**src/rtl/mesh_port_rr_arbiter.sv**
```systemverilog
// Round-robin, packet-locking arbiter sharing one mesh router output port.
// The grant is registered and held from the head flit until the tail flit transfers.
module mesh_port_rr_arbiter #(
    parameter int N     = 8,
    parameter int IDX_W = $clog2(N)
) (
    input  logic             clk,
    input  logic             reset,
    input  logic [N-1:0]     req_i,
    input  logic [N-1:0]     tail_i,
    input  logic             ready_i,
    output logic [N-1:0]     gnt_o,
    output logic [IDX_W-1:0] gnt_idx_o,
    output logic             gnt_valid_o,
    output logic             xfer_o,
    output logic             state_o
);

    typedef enum logic {
        IDLE   = 1'b0,
        LOCKED = 1'b1
    } state_t;

    state_t           state_q, state_d;
    logic [N-1:0]     gnt_q, gnt_d;
    logic [IDX_W-1:0] idx_q, idx_d;
    logic [IDX_W-1:0] rr_ptr_q, rr_ptr_d;

    logic [IDX_W-1:0] pick_idx;
    logic [IDX_W-1:0] cand;
    logic             pick_found;
    logic             release_w;

    // Handshake: a flit moves in a cycle only when the granted requester
    // presents it (req_i[gnt_idx_o]) and the downstream link is ready
    // (ready_i); neither side may make its own signal depend on the other's.
    assign xfer_o      = gnt_valid_o & req_i[idx_q] & ready_i;
    assign release_w   = xfer_o & tail_i[idx_q];

    assign gnt_o       = gnt_q;
    assign gnt_idx_o   = idx_q;
    assign gnt_valid_o = (state_q == LOCKED);
    assign state_o     = (state_q == LOCKED);

    // Search starts at rr_ptr and wraps naturally because N is a power of two.
    always_comb begin
        pick_idx   = '0;
        pick_found = 1'b0;
        cand       = '0;
        for (int i = 0; i < N; i++) begin
            cand = rr_ptr_q + IDX_W'(i);
            if (!pick_found && req_i[cand]) begin
                pick_found = 1'b1;
                pick_idx   = cand;
            end
        end
    end

    always_comb begin
        state_d  = state_q;
        gnt_d    = gnt_q;
        idx_d    = idx_q;
        rr_ptr_d = rr_ptr_q;
        case (state_q)
            IDLE: begin
                if (pick_found) begin
                    gnt_d           = '0;
                    gnt_d[pick_idx] = 1'b1;
                    idx_d           = pick_idx;
                    state_d         = LOCKED;
                end
            end
            LOCKED: begin
                // The index is kept after release; only the one-hot grant clears.
                if (release_w) begin
                    gnt_d    = '0;
                    rr_ptr_d = idx_q + 1'b1;
                    state_d  = IDLE;
                end
            end
            default: state_d = IDLE;
        endcase
    end

    always_ff @(posedge clk) begin
        if (reset) begin
            state_q  <= IDLE;
            gnt_q    <= '0;
            idx_q    <= '0;
            rr_ptr_q <= '0;
        end else begin
            state_q  <= state_d;
            gnt_q    <= gnt_d;
            idx_q    <= idx_d;
            rr_ptr_q <= rr_ptr_d;
        end
    end

endmodule

```
**config.mk**
```make
export PLATFORM = sky130hd
export DESIGN_NAME = mesh_port_rr_arbiter
export DESIGN_NICKNAME = d
export VERILOG_FILES = /design/src/rtl/mesh_port_rr_arbiter.sv
export SDC_FILE = /design/constraint.sdc
export NUM_CORES = 1
export LEC_CHECK = 0
export ABC_AREA = 1
export ABC_CLOCK_PERIOD_IN_PS = 4600
export CORE_MARGIN = 2
export CORE_UTILIZATION = 30
export DETAILED_ROUTE_END_ITERATION = 10
export GPL_ROUTABILITY_DRIVEN = 0
export MAX_ROUTING_LAYER = met4
export SLEW_MARGIN = 0
export SYNTH_ARGS = -nofsm -noshare
export SYNTH_HDL_FRONTEND = slang
export SYNTH_SLANG_ARGS = --single-unit
```
**constraint.sdc**
```tcl
create_clock -name clk -period 4.6 [get_ports clk]
set_clock_uncertainty 0.05 [all_clocks]
set_input_delay 0.92 -clock clk [delete_from_list [all_inputs] [get_ports clk]]
set_output_delay 0.92 -clock clk [all_outputs]
set_load 0.005 [all_outputs]
```
## Word-level counts from Yosys, hierarchy flattened

Index checks and enable logic that the tools add are counted.

- Bits in registers: 15
- Input port bits: 19
- Output and inout bits: 14

- Add/subtract/negate cells: 8
- Order comparisons: 11
- Equal/unequal tests: 2
- Multiplexer cells: 44
- Bitwise logic cells: 4
- Reductions and logical operators: 18

Operators with widths:

| kind | count |
|---|---|
| 3-bit by 4-bit less-than comparator with 1-bit output, second input constant | 10 |
| 1-bit binary-select mux with 3-bit select | 10 |
| 3-bit two-way mux | 8 |
| 1-bit two-way mux | 21 |
| 8-bit two-way mux | 2 |
| 8-bit one-hot mux with 2 select lines | 1 |
| 3-bit adder, second input constant | 4 |
| 1-bit logical AND | 8 |
| 1-bit logical NOT | 7 |
| 3-bit by 1-bit adder with 3-bit output, second input constant | 2 |
| 3-bit by 2-bit adder with 3-bit output, second input constant | 2 |
| 2-bit AND reduction | 3 |
| 1-bit bitwise AND | 3 |
| 1-bit demux with 3-bit select | 1 |
| 3-bit by 1-bit >= comparator with 1-bit output, second input constant | 1 |
| 2-bit by 1-bit inequality test with 1-bit output, second input constant | 1 |
| 2-bit inequality test, second input constant | 1 |
| 1-bit one-hot mux with 2 select lines | 1 |
| 1-bit NOT | 1 |

## Depth between registers and ports, before layout

- Depth after elaboration: 30
- Depth in mapped cells: 20
- Depth with buffers taken out: 18

## Least setup slack after synthesis

No wires, ideal clock.

- Kind: register to register
- Start point: reg rr_ptr_q[0]
- End point: reg gnt_q[0], in the netlist gnt_o[0]
- Arrival time: 2.453 ns
- Path slack: 2.026 ns
- Stages on the path, launching flop included: 18
- Path buffers: 2
- Clock period less this slack: 2.574 ns
- Path through: dfxtp_1 > buf_6 > inv_2 > buf_6 > ha_1 > inv_2 > nand3_1 > nand3_2 > nand2_2 > nor2_8 > nand4_4 > nor2_8 > nand3b_4 > nand2_4 > inv_2 > a21oi_4 > nand2_1 > a21oi_1

- Cells in the longest elaborated chain, start to end: 30

RTL lines:

| what | RTL line | RTL |
|---|---|---|
| from (decl) | 27 | `logic [IDX_W-1:0] rr_ptr_q, rr_ptr_d;` |
| from (signal assigned) | 95 | `rr_ptr_q <= rr_ptr_d;` |
| branches (longest 30 deep; another with 3-bit by 1-bit adder with 3-bit output) | -- |  |
| to (signal assigned) | 93 | `gnt_q <= gnt_d;` |
| to (decl) | 25 | `logic [N-1:0] gnt_q, gnt_d;` |

Parallel ways; which one is timed is not known. The select of a mux whose other input is x is not followed.
A chain may end at the register's enable or synchronous reset.

## Worst setup path in the final report

- Start point: in req_i[4]
- End point: out xfer_o

- Cells in the longest elaborated chain, start to end: 4

RTL lines:

| what | RTL line | RTL |
|---|---|---|
| from (decl) | 9 | `input logic [N-1:0] req_i,` |
| 1-bit binary-select mux with 3-bit select | 37 | `assign xfer_o = gnt_valid_o & req_i[idx_q] & ready_i;` |
| 1-bit two-way mux (not written as such) | 37 |  |
| 1-bit bitwise AND (2 in a row) | 37 |  |
| to (decl) | 15 | `output logic xfer_o,` |

Every way passes these cells. The select of a mux whose other input is x is not followed.

==> flow_summary.toml <==
[outcome]
status = "complete, no violations"

[worst_setup_path]
crit_path_end_kind = "output pin"
required_ns = 3.63
cp_max_fo = 3
cp.arrival_ns = 2.68
start_kind = "primary input"
reg2reg_to = "gnt_o[7]$_SDFFE_PP0P_"
startpoint = "req_i[4]"
r2r_slack_ns = 1.41
ff2ff_path_depth = 15
r2r-start = "rr_ptr_q[0]$_SDFFE_PP0P_"
critical_path_class = "in -> out"
critPathCapture = "xfer_o"

[synth]
synth_cell_types = 40
syn-num-nets = 269
ys.flop_type = "dfxtp_1"
synthCells = 247
syn_area_per_cell_um2 = 6.585
yosysWarningCount = 0
yosysTopAreaCell = "dfxtp_1"
yosys_register_bits = 15
yosysMostFrequentCell = "nand2_1"
netlist_area_um2 = 1627
synth_seq_area_share_pct = 18.46
synth-edff-count = 0
ys_top_cells_by_area = "dfxtp_1 (18%), nand2_1 (15%), nand3_1 (8.3%)"
synthTopCellsByCount = "nand2_1 (67), nor2_1 (28), nand3_1 (27)"
yosysTopAreaCellShare_pct = 18.46
async_reset_ff_share_pct = 0

[floorplanning]
die_w_um = 77.64
fp.dieH_um = 77.64
dieArea_um2 = 6027
io_pins = 33
row_count = 26
initial_core_util_pct = 31.45
core_area_um2 = 5172

[clock_network]
cts_setup_buffers = 0
ctsResizeCount = 0
clk_latency_ns = 0.25
clk_root_buffer_cell = "clkbuf_8"
cts_made_buffers = 3
path_clk_slew_ns = 0.06
clock-sinks = 15
cts_tree = "done"
cts.path.max_buffers = 2
htree_num_levels = 1
cts_hold_buf = 0

[power]
p_leak_nw = 0.9050
power_density_nw_per_um2 = 362.0
ir_drop_mv = 0.1773

[routing]
viasPerCell = 4.745
drtAntennaViolNets = 0
vias = 1637
drtIter0Drc = 80
routed_wl_um = 3973
drc = 0
routedWlPerCell_um = 11.52
firstDrtPassIters = 4

[sta]
relSlewSlack_pct = 71.14
setup_ws_ns = 0.9480
worstMarginPinSlew_ns = 0.4323
max_freq_mhz = 273.8
rsz0062_at_grt = "no"
layout_min_cycle_time_ns = 3.652
min_period_over_period_pct = 79.39
drv_slew = 0
setup_violations = 0
fin_tns_setup_ns = 0
final-hold-violation-count = 0
timing.hold.ws_ns = 0.4140

[grt]
grt_start_max_net_pins = 12
met3_usage_pct = 1.395
grt_pass1_wl_um = 7100
grt_busiest_layer = "met2"
use_met2_pct = 23.71
grt_usage_pct = 14.56
antenna_found_initial = 0
met1_usage_pct = 20.13
grt_pass1_vias = 1525
grt_overflow_total = 0

[place]
place_area_um2 = 1981
dp_cells = 341
dpl.hpwl_um = 3263
io_buffers = 32
dpl_worst_slack_ns = 0.9598

[finish]
nets = 298
final_cell_area_um2 = 2027
instances_no_fill = 345
area_growth_pct = 24.62
diodes = 0
drive_gt1_share_pct = 15.27

[worst_hold_path]
hp-class = "reg -> reg"

[job]
maxCapViolCount = 0
-- layer usage --
metal	share of wire (%)	vias to the layer above
li1	-	874
met1	49	729
met2	48	34
met3	2.7	0
met4	0	0
met5	0	-
-- sequential cells by signal, summed over array words and instances, names as in the netlist --
name / cells
rr_ptr_q: 3
gnt_o: 8
gnt_valid_o: 1
gnt_idx_o: 3
-- report_power, final --
group / internal, mW / total [mW] / switching (mW)
clock: 0.0598 / 0.104 / 0.0445
combinational: 0.171 / 0.445 / 0.274
sequential: 0.151 / 0.184 / 0.0328
total: 0.382 / 0.734 / 0.351
-- critical path, cell delays in order --
cell and delay, ns:
clkdlybuf4s50_1 0.55, mux2i_1 0.10, o221ai_1 0.18, nand3_1 0.10, nor2_1 0.25, clkdlybuf4s50_1 0.58
-- stage by stage --
step | total power [mW] | utilization (%)
after floorplan | 0.5118 | -
after global placement | 0.6336 | 38.29
after detailed placement | 0.6342 | 38.29
after CTS | 0.7416 | 39.19
after global routing | 0.8116 | 39.19
final | 0.7337 | 39.19
-- cell families (layout without fill, tap and decap cells) --
logic type	count (synthesis)	after routing	share of synthesized area (%)
flip-flops	15	15	18.46
XOR/XNOR	5	5	3.155
AO/OA/AOI/OAI	36	36	14.77
adder cells (fa/ha/maj)	3	3	2.308
buffers and inverters	30	58	8.384
multiplexers	1	1	0.6154
AND/OR/NAND/NOR	157	157	52.31
-- cell type report --
| cell class | count | area (um2) |
|---|---|---|
| Fill cell | 554 | 3146 |
| Multi-Input combinational cell | 202 | 1190 |
| Timing Repair Buffer | 32 | 320.3 |
| Sequential cell | 15 | 300.3 |
| Tap cell | 70 | 87.58 |
| Inverter | 22 | 82.58 |
| Clock buffer | 3 | 41.29 |
| Clock inverter | 1 | 5.005 |
-- placed cells by master (no fill, tap or decap), types with 2 or more instances in the layout --
| cell | count |
|---|---|
| nand2_2 | 7 |
| nand2_4 | 5 |
| nand3_4 | 2 |
| xor2_1 | 2 |
| inv_1 | 16 |
| nand3_2 | 10 |
| nor2_1 | 28 |
| ha_1 | 3 |
| nor2_8 | 2 |
| clkdlybuf4s50_1 | 32 |
| xnor2_1 | 2 |
| nand2_1 | 67 |
| nand3_1 | 27 |
| a21oi_1 | 16 |
| nand4_1 | 6 |
| o21ai_0 | 8 |
| clkbuf_8 | 3 |
| dfxtp_1 | 15 |
| inv_2 | 5 |
-- how the worst min path moves through the flow --
| stage | from | to | slack (ns) | cells past startpoint |
|---|---|---|---|---|
| 2_1_floorplan | gnt_o[0]$_SDFFE_PP0P_ | gnt_o[0]$_SDFFE_PP0P_ | 0.41 | 2 |
| 3_3_place_gp | gnt_o[5]$_SDFFE_PP0P_ | gnt_o[5]$_SDFFE_PP0P_ | 0.41 | 2 |
| 3_5_place_dp | gnt_o[6]$_SDFFE_PP0P_ | gnt_o[6]$_SDFFE_PP0P_ | 0.41 | 2 |
| 4_1_cts | gnt_o[6]$_SDFFE_PP0P_ | gnt_o[6]$_SDFFE_PP0P_ | 0.42 | 2 |
| 5_1_grt | gnt_o[0]$_SDFFE_PP0P_ | gnt_o[0]$_SDFFE_PP0P_ | 0.43 | 2 |
| 6_report | gnt_o[6]$_SDFFE_PP0P_ | gnt_o[6]$_SDFFE_PP0P_ | 0.41 | 2 |
No activity file was read; power rests on OpenSTA's default activity.
